[src/rtl/spi_pkg.sv]
// Shared constants for the SPI serial-clock engine and the register block that configures it.
package spi_pkg;

  localparam int unsigned DefaultDivW = 16;
  localparam int unsigned DefaultCntW = 7;

  localparam logic [1:0] StIdle = 2'd0;
  localparam logic [1:0] StRun  = 2'd1;
  localparam logic [1:0] StHold = 2'd2;

  // Mode field layout, shared with the control register.
  localparam int unsigned ModeCphaBit = 0;
  localparam int unsigned ModeCpolBit = 1;

endpackage

[src/rtl/spi_clkdiv.sv]
// Half-period prescaler: counts up and emits tick when the count equals the divider.
module spi_clkdiv
  import spi_pkg::*;
#(
  parameter int unsigned DIV_W = DefaultDivW
) (
  input  logic             clk_i,
  input  logic             rst_ni,
  input  logic             clear_i,
  input  logic [DIV_W-1:0] divider_i,
  output logic             tick_o
);

  logic [DIV_W-1:0] cnt_q, cnt_d;

  // Equality compare only, so an all-ones divider cannot overflow.
  assign tick_o = (cnt_q == divider_i);

  always_comb begin
    cnt_d = cnt_q + DIV_W'(1);
    if (clear_i || tick_o) begin
      cnt_d = '0;
    end
  end

  always_ff @(posedge clk_i or negedge rst_ni) begin
    if (!rst_ni) begin
      cnt_q <= '0;
    end else begin
      cnt_q <= cnt_d;
    end
  end

endmodule

[src/rtl/spi_sclk_engine.sv]
// SPI serial-clock engine: programmable bit count, all four CPOL/CPHA modes,
// registered launch/capture strobes and a completion pulse.
module spi_sclk_engine
  import spi_pkg::*;
#(
  parameter int unsigned DIV_W = DefaultDivW,
  parameter int unsigned CNT_W = DefaultCntW
) (
  input  logic             wb_clk,
  input  logic             wb_reset_n,
  input  logic             go,
  input  logic             abort,
  input  logic [DIV_W-1:0] divider,
  input  logic [CNT_W-1:0] nbits,
  input  logic             cpol,
  input  logic             cpha,
  output logic             sclk,
  output logic             tip,
  output logic             launch,
  output logic             capture,
  output logic             done
);

  logic [1:0]       state_q, state_d;
  logic [DIV_W-1:0] div_q;
  logic [CNT_W-1:0] nbits_q;
  logic [1:0]       mode_q, mode_in;
  logic [CNT_W:0]   edge_q, edge_d, edge_num, last_edge;
  logic             sclk_q, sclk_d;
  logic             launch_q, launch_d;
  logic             capture_q, capture_d;
  logic             done_q, done_d;
  logic             load, tick, div_clear;
  logic             shadow_cpol, shadow_cpha;

  always_comb begin
    mode_in              = '0;
    mode_in[ModeCpolBit] = cpol;
    mode_in[ModeCphaBit] = cpha;
  end

  assign shadow_cpol = mode_q[ModeCpolBit];
  assign shadow_cpha = mode_q[ModeCphaBit];
  assign edge_num    = edge_q + (CNT_W+1)'(1);
  assign last_edge   = {nbits_q, 1'b0};
  assign div_clear   = (state_q == StIdle) || abort;

  spi_clkdiv #(
    .DIV_W (DIV_W)
  ) u_clkdiv (
    .clk_i     (wb_clk),
    .rst_ni    (wb_reset_n),
    .clear_i   (div_clear),
    .divider_i (div_q),
    .tick_o    (tick)
  );

  always_comb begin
    state_d   = state_q;
    edge_d    = edge_q;
    sclk_d    = sclk_q;
    launch_d  = 1'b0;
    capture_d = 1'b0;
    done_d    = 1'b0;
    load      = 1'b0;
    case (state_q)
      StIdle: begin
        sclk_d = cpol;
        if (go && (nbits != '0)) begin
          state_d  = StRun;
          edge_d   = '0;
          load     = 1'b1;
          // CPHA=0 needs the first bit on MOSI before the first leading edge.
          launch_d = ~cpha;
        end
      end
      StRun: begin
        if (abort) begin
          state_d = StIdle;
          sclk_d  = shadow_cpol;
        end else if (tick) begin
          sclk_d = ~sclk_q;
          edge_d = edge_num;
          if (edge_num[0]) begin
            launch_d  = shadow_cpha;
            capture_d = ~shadow_cpha;
          end else begin
            launch_d  = ~shadow_cpha && (edge_num != last_edge);
            capture_d = shadow_cpha;
          end
          if (edge_num == last_edge) begin
            state_d = StHold;
          end
        end
      end
      StHold: begin
        if (abort) begin
          state_d = StIdle;
          sclk_d  = shadow_cpol;
        end else if (tick) begin
          state_d = StIdle;
          done_d  = 1'b1;
        end
      end
      default: begin
        state_d = StIdle;
      end
    endcase
  end

  always_ff @(posedge wb_clk or negedge wb_reset_n) begin
    if (!wb_reset_n) begin
      state_q   <= StIdle;
      edge_q    <= '0;
      sclk_q    <= 1'b0;
      launch_q  <= 1'b0;
      capture_q <= 1'b0;
      done_q    <= 1'b0;
      div_q     <= '0;
      nbits_q   <= '0;
      mode_q    <= '0;
    end else begin
      state_q   <= state_d;
      edge_q    <= edge_d;
      sclk_q    <= sclk_d;
      launch_q  <= launch_d;
      capture_q <= capture_d;
      done_q    <= done_d;
      if (load) begin
        div_q   <= divider;
        nbits_q <= nbits;
        mode_q  <= mode_in;
      end
    end
  end

  assign sclk    = sclk_q;
  assign tip     = (state_q != StIdle);
  assign launch  = launch_q;
  assign capture = capture_q;
  assign done    = done_q;

endmodule

[config.mk]
export PLATFORM = sky130hd
export DESIGN_NAME = spi_sclk_engine
export DESIGN_NICKNAME = d
export VERILOG_FILES = /design/src/rtl/spi_pkg.sv /design/src/rtl/spi_clkdiv.sv /design/src/rtl/spi_sclk_engine.sv
export SDC_FILE = /design/constraint.sdc
export NUM_CORES = 1
export LEC_CHECK = 0
export CAP_MARGIN = 20
export CORE_MARGIN = 2
export CORE_UTILIZATION = 55
export DETAILED_ROUTE_END_ITERATION = 8
export PLACE_DENSITY_LB_ADDON = 0.08
export SYNTH_ARGS = -nofsm -noshare
export SYNTH_HDL_FRONTEND = slang
export SYNTH_SLANG_ARGS = --single-unit
[constraint.sdc]
create_clock -name wb_clk -period 2.6 [get_ports wb_clk]
set_input_delay 0.78 -clock wb_clk [delete_from_list [all_inputs] [get_ports wb_clk]]
set_output_delay 0.78 -clock wb_clk [all_outputs]
set_load 0.005 [all_outputs]
==> reports/results.txt <==
Clk Latency, worst-skew pair = 0.32 ns
CP max stage delay = 0.51 ns
Remaining DRCs = 0
IO Port Bufs = 33
Worst-margin pin slew = 0.536 ns
Top-area cell type share of the netlist area = 0.464
Final std cells w/o fill = 399
Adder-cell share of the synthesized area = 0.0253
Worst-path clk slew = 0.10 ns
Crit share post-route = 0.968
Critical Path, Cell by Cell = inv_1 -> ha_1 -> inv_2 -> clkdlybuf4s50_1
Synth area leader = dfrtp_1
Worst slew margin = 0.639
Final Skew = 0.00922 ns
Arr. time, crit path = 1.74 ns
Clk buf depth = 2
Fin Hold WS = 0.438 ns
Seq/Total Area, Yosys = 0.464
First-pass GRT wire length = 10500 µm
Largest family of logic cells by synthesized area = simple AND/OR/NAND/NOR gates
Core area = 0.00517 mm²
Final Hold Viols = 0
Max-slew violation count = 0
CTS tree = built
RSZ-0062 raised after global routing = false
HPWL after detailed placement = 4320 µm
Number of buffers and inverters on the critical path = 3
Peak fanout along the critical path = 5
Die height = 77.5 µm
Status = finished, final reports clean
Synth top area cells = dfrtp_1 46%, mux2_2 9.5%, xor2_1 7.1%
Max-Cap Viols = 0
# H-tree levels = 2
Total power draw = 2.68 mW
Yosys cell types = 47
DP Cell Count = 390
Io pins = 34
Top FF cell, synth = dfrtp_1
Synth async-reset ratio = 1.00
Layout Nets = 364
HP Class = primary input to asynchronous set/reset pin
Critical path endpoint category = primary output
Fin util = 0.693
Leak = 1.60 nW
Gr usage total = 0.218
Post-synthesis xor/xnor area fraction = 0.109
Post-Syn Instances = 281
Final setup vio count = 0
Mux cell area share after synthesis = 0.0982
Die Wd = 77.5 µm
Power Dens Cells = 748 mW/mm²
Syn_area_per_cell = 10.6 µm²
Critical path's top delay family = buffers and inverters
Post-synth EDFFs = 0
WS Path Type = flop to primary output
Final worst path period need = 2.52 ns
First drt pass iteration count = 4
CTS buffer count = 5
Clock sinks = 55
Total Die Area = 0.00600 mm²
Routed vias = 2238
Post-Synth Simple-Gate Area = 0.178
# rows = 26
Synth Cell Area = 0.00297 mm²
Ys Warns = 0
Synthesized flop and latch total = 55
Max Fclk = 397 MHz
Share of layout cells above drive strength 1 = 0.185
Slowest cell on crit path = clkdlybuf4s50_1
Wire length per cell = 15.6 µm
Number of global-route vias before repair = 2180
Clk Tree Root Cell = clkbuf_8
Crit path launch type = flop
Count leader, synth = dfrtp_1
Global route total overflow = 0
Max rail drop VDD = 405 µV
Synth Net Count = 316
RePlAce Congestion = 0.806
Post-route ant nets = 0
Routed wire length = 6210 µm
Vias per cell = 5.61
CP required = 1.82 ns
Fill cells = 423
Top cells by count, synth = 55 x dfrtp_1, 30 x nor2_1, 25 x mux2_2
1st-iter DRT viols = 162
Initial Utilization = 0.574
Area grow syn2layout = 20.7%
Largest net degree at the start of global routing = 56
Initial antenna violation count = 0
Ant. Diodes = 0
Compound-gate portion of the synthesized area = 0.0952
-- what timing repair did --
item	4_1_cts	5_1_grt
pin swaps	0	4
hold buffers	0	0
gates resized for setup	1	6
endpoints found under the hold margin	0	0
buffers inserted	0	2
endpoints found under the setup margin	5	7
-- state kept, by name, indices dropped and copies added, names as in the netlist --
register,flops
edge_q,8
sclk,1
nbits_q,7
capture,1
done,1
mode_q,2
state_q,2
u_clkdiv.cnt_q,16
div_q,16
launch,1
-- path summary, 6_finish.rpt --
check	start	endpoint	slack, ns	cells after the start
min	wb_reset_n	u_clkdiv.cnt_q[15]	0.44	2
max reg2reg	edge_q[1]	state_q[0]	0.29	8
max	state_q[0]	tip	0.08	4
min in group wb_clk	sclk	sclk	0.52	2
max in group asynchronous	wb_reset_n	edge_q[5]	1.91	2
min reg2reg	sclk	sclk	0.52	2
-- final cells by class --
type | instances | area, µm² | share of cell area
Inverter | 8 | 30.0 | 0.00838
Timing Repair Buffer | 51 | 499 | 0.139
Multi-Input combinational cell | 208 | 1510 | 0.420
Sequential cell | 55 | 1380 | 0.384
Clock buffer | 5 | 68.8 | 0.0192
Clock inverter | 2 | 17.5 | 0.00489
Tap cell | 70 | 87.6 | 0.0244
-- worst reg2reg max path: stages (launching register included) --
cell and delay [ns]:
dfrtp_1 0.44, ha_1 0.31, buf_4 0.18, nand2b_1 0.11, a21oi_1 0.07, nor4b_1 0.31, nand4_1 0.25, o311a_1 0.36
a211oi_1 0.19
-- cells by family (layout without fill, tap and decap cells) --
kind of cell | count (synthesis) | count (layout)
XOR/XNOR | 37 | 37
AO/OA/AOI/OAI | 39 | 39
buffers and inverters | 18 | 66
flip-flops | 55 | 55
AND/OR/NAND/NOR | 100 | 100
multiplexers | 26 | 26
adder cells (fa/ha/maj) | 6 | 6
-- layout by cell type, fill, tap and decap left out, types with 11 or more instances in the layout --
cell,n
mux2_2,25
o21ai_0,11
nor2_1,30
nand3_1,11
xnor2_1,13
dfrtp_1,55
xor2_1,24
nand2_1,16
buf_4,15
clkdlybuf4s50_1,28
-- power breakdown --
part	leakage [nW]	total, mW	internal, mW	switching (mW)
clock network	0.0446	0.486	0.190	0.295
registers	0.705	1.26	1.08	0.178
logic	0.851	0.938	0.520	0.418
-- metrics by stage --
stage	setup TNS (ns)	setup WS [ns]	instance area, µm²
floorplan	0	0.101	2970
global placement	-7.51	-0.302	3470
detailed placement	-9.38	-0.372	3470
CTS	0	0.00179	3560
global route	0	0.0272	3580
finish	0	0.0835	3580
-- layer usage --
metal  track usage  vias to the layer above  share of wire
met2         0.322                       62           0.44
met3        0.0465                       10          0.057
met1         0.323                     1085           0.49
li1              -                     1081              -
met5             0                        -              0
met4        0.0643                        0          0.014
No activity file was read; power rests on OpenSTA's default activity.
==> patch: new RTL, same settings <==
Put one more register stage on the output `done`. The value now appears one clock later. The other outputs are not delayed to match.
--- a/src/rtl/spi_sclk_engine.sv
+++ b/src/rtl/spi_sclk_engine.sv
@@ -139,5 +139,7 @@
   assign launch  = launch_q;
   assign capture = capture_q;
-  assign done    = done_q;
+  always_ff @(posedge wb_clk) begin
+    done <= done_q;
+  end
 
 endmodule
Formal check against the unedited RTL: not equivalent (a bounded check fails within 10 cycles, from zero or initial values and one cycle with wb_reset_n low).
==> patch against the original RTL <==
Worst setup slack gained 0.0066 ns. Non-clock buffer count shrank 3. Largest cell class unchanged. Maximum frequency grew 0.26%. Routed wire length shrank 1.5%. Combinational power grew 2%. Hold slack lost 0.091 ns. Highest routed layer unchanged. Sequential cell count grew 1. Power grew 0.97%. Die area grew 0.63%. Synthesized cell count grew 0.36%. Sequential share of layout area grew 0.38 points. Area after synthesis grew 0.67%. Final area grew 0.45%.
==> patch: results (changes against the original RTL) <==
| Metric | Value |
|---|---|
| Status | `completed` |
| First-pass DRT Iterations | `4 (unchanged)` |
| Dpl cells | `387 (-0.77%)` |
| Synth Area in Adders | `0.0251 (-0.000169)` |
| FFs w/ async S/R, synth | `0.982 (-0.0179)` |
| Peak VDD IR | `447 uV (+10%)` |
| Leakage | `1.60 nW (-0.15%)` |
| Largest net degree at the start of global routing | `31 (-45%)` |
| Final Skew | `0.00994 ns (+0.000721 ns)` |
| XOR/XNOR Fraction of Synth Area | `0.108 (-0.000731)` |
| YS warnings | `0 (unchanged)` |
| Relative slew slack | `0.603 (-0.0359)` |
| CTS max path bufs | `2 (unchanged)` |
| Total CTS buffers | `5 (unchanged)` |
| CTS root buf | `clkbuf_8` |
| Post-synthesis compound-gate area fraction | `0.0946 (-0.000638)` |
| Clock Latency Late Sink | `0.31 ns` |
| Initial drt markers | `126 (-22%)` |
| Final cell count without fillers | `398 (-0.25%)` |
| Number of port buffers | `33 (unchanged)` |
| CTS clk-pin slew, worst paths | `0.10 ns (about the same)` |
| Synthesized area per cell | `10.6 um^2 (+0.32%)` |
| WL per Instance | `15.4 um (-1.3%)` |
| HPWL Detailed | `4520 um (+4.8%)` |
| Sequential fraction of the synthesis area | `0.467 (+0.00359)` |
| Post-DRT Antenna Nets | `0 (unchanged)` |
| Routed vias | `2209 (-1.3%)` |
| Share of cells above drive strength 1 | `0.177 (-0.00858)` |
| Antenna cells | `0 (unchanged)` |
| Hold crit path type | `reg2reg` |
| Area contributors post-synth | `dfrtp_1, mux2_2, xor2_1, xnor2_1, nor2_1` |
| Post-synthesis mux area share | `0.0975 (-0.000658)` |
| CP max-delay cell | `clkdlybuf4s50_1` |
| Initial antenna violation count | `0 (unchanged)` |
| CTS H-Tree Depth | `2 (unchanged)` |
| Syn Nets | `317 (+0.32%)` |
| Slowest cell delay on critical path | `0.52 ns` |
| Layout fillers | `419 (-0.95%)` |
| Layout net count | `362 (-0.55%)` |
| Post-synth top cells | `dfrtp_1, nor2_1, mux2_2` |
| First-pass GRT wire length | `10700 um (+1.3%)` |
| GRT Resource Usage Total | `0.223 (+0.00577)` |
| Crit path max fanout | `5 (unchanged)` |
| Worst path arrival time | `1.73 ns` |
| Synth cell types | `48 (+2.1%)` |
| Largest registers | `div_q (16), u_clkdiv.cnt_q (16), edge_q (8)` |
| Gpl congestion | `0.835 (+3.6%)` |
patch: cell count changes after synthesis, sizes merged:
cell | unedited run | this run
dfxtp | 0 | 1
patch: worst paths after layout:
| path | start | to | slack [ns] | depth (start not counted) |
|---|---|---|---|---|
| hold / removal | done_q$_DFF_PN0_ | done$_DFF_P_ | 0.35 | 0 |
| min in group asynchronous | wb_reset_n | u_clkdiv.cnt_q[15]$_DFF_PN0_ | 0.46 | 1 |
| setup reg to reg | edge_q[1]$_DFFE_PN0P_ | state_q[0]$_DFFE_PN0P_ | 0.17 | 7 |
| hold reg to reg | done_q$_DFF_PN0_ | done$_DFF_P_ | 0.35 | 0 |
| max in group asynchronous | wb_reset_n | edge_q[1]$_DFFE_PN0P_ | 1.56 | 2 |
| setup / recovery | state_q[0]$_DFFE_PN0P_ | tip | 0.09 | 4 |
patch: area by class of cell:
type                            instances  area [um^2]  share of cell area
Sequential cell                        56         1400               0.388
Clock buffer                            6         72.6              0.0202
Timing Repair Buffer                   48          493               0.137
Tap cell                               70         87.6              0.0243
Clock inverter                          2         16.3             0.00452
Multi-Input combinational cell        208         1510               0.418
Inverter                                8         30.0             0.00834
patch: logic make-up (layout without fill, tap and decap cells):
group	after synthesis	after routing
adders and majority gates	6	6
buffers and inverters	18	64
DFF	56	56
and+or+nand+nor	100	100
xor gates and xnor gates	37	37
AOI/OAI and AO/OA	39	39
muxes	26	26
patch: worst max-delay path, delay by kind of cell, from the launching register on:
kind                       cells  cell delay (ns)
buffers and inverters          3             0.73
adders and majority gates      1             0.26
DFF                            1             0.43
patch: power breakdown:
group          switching [mW]  internal (mW)  total, mW  leakage (nW)
registers               0.178           1.10       1.27         0.713
logic                   0.421          0.537      0.958         0.844
clock network           0.283          0.192      0.475        0.0414
patch: metrics by stage:
step	area (um^2)	setup TNS, ns	setup WS [ns]	hold WS [ns]	utilization
4_1_cts	3560	0	0.0104	0.357	0.688
2_1_floorplan	2990	0	0.101	0.324	-
3_5_place_dp	3470	-9.00	-0.360	0.341	0.671
6_report	3600	0	0.0901	0.346	0.696
5_1_grt	3600	0	0.0135	0.352	0.696
3_3_place_gp	3470	-7.91	-0.313	0.326	0.671
patch: what timing repair did:
item / CTS / global route
gates resized for setup: 1 / 8
setup buffers: 0 / 3
setup endpoints to repair: 5 / 18
pin swaps: 0 / 4
hold buffers: 0 / 0
patch: metal layers:
layer / wire (um) / track usage
met1: 3110 / 0.339
met2: 2730 / 0.336
met3: 210 / 0.0314
met4: 60 / 0.0589
met5: 0 / 0
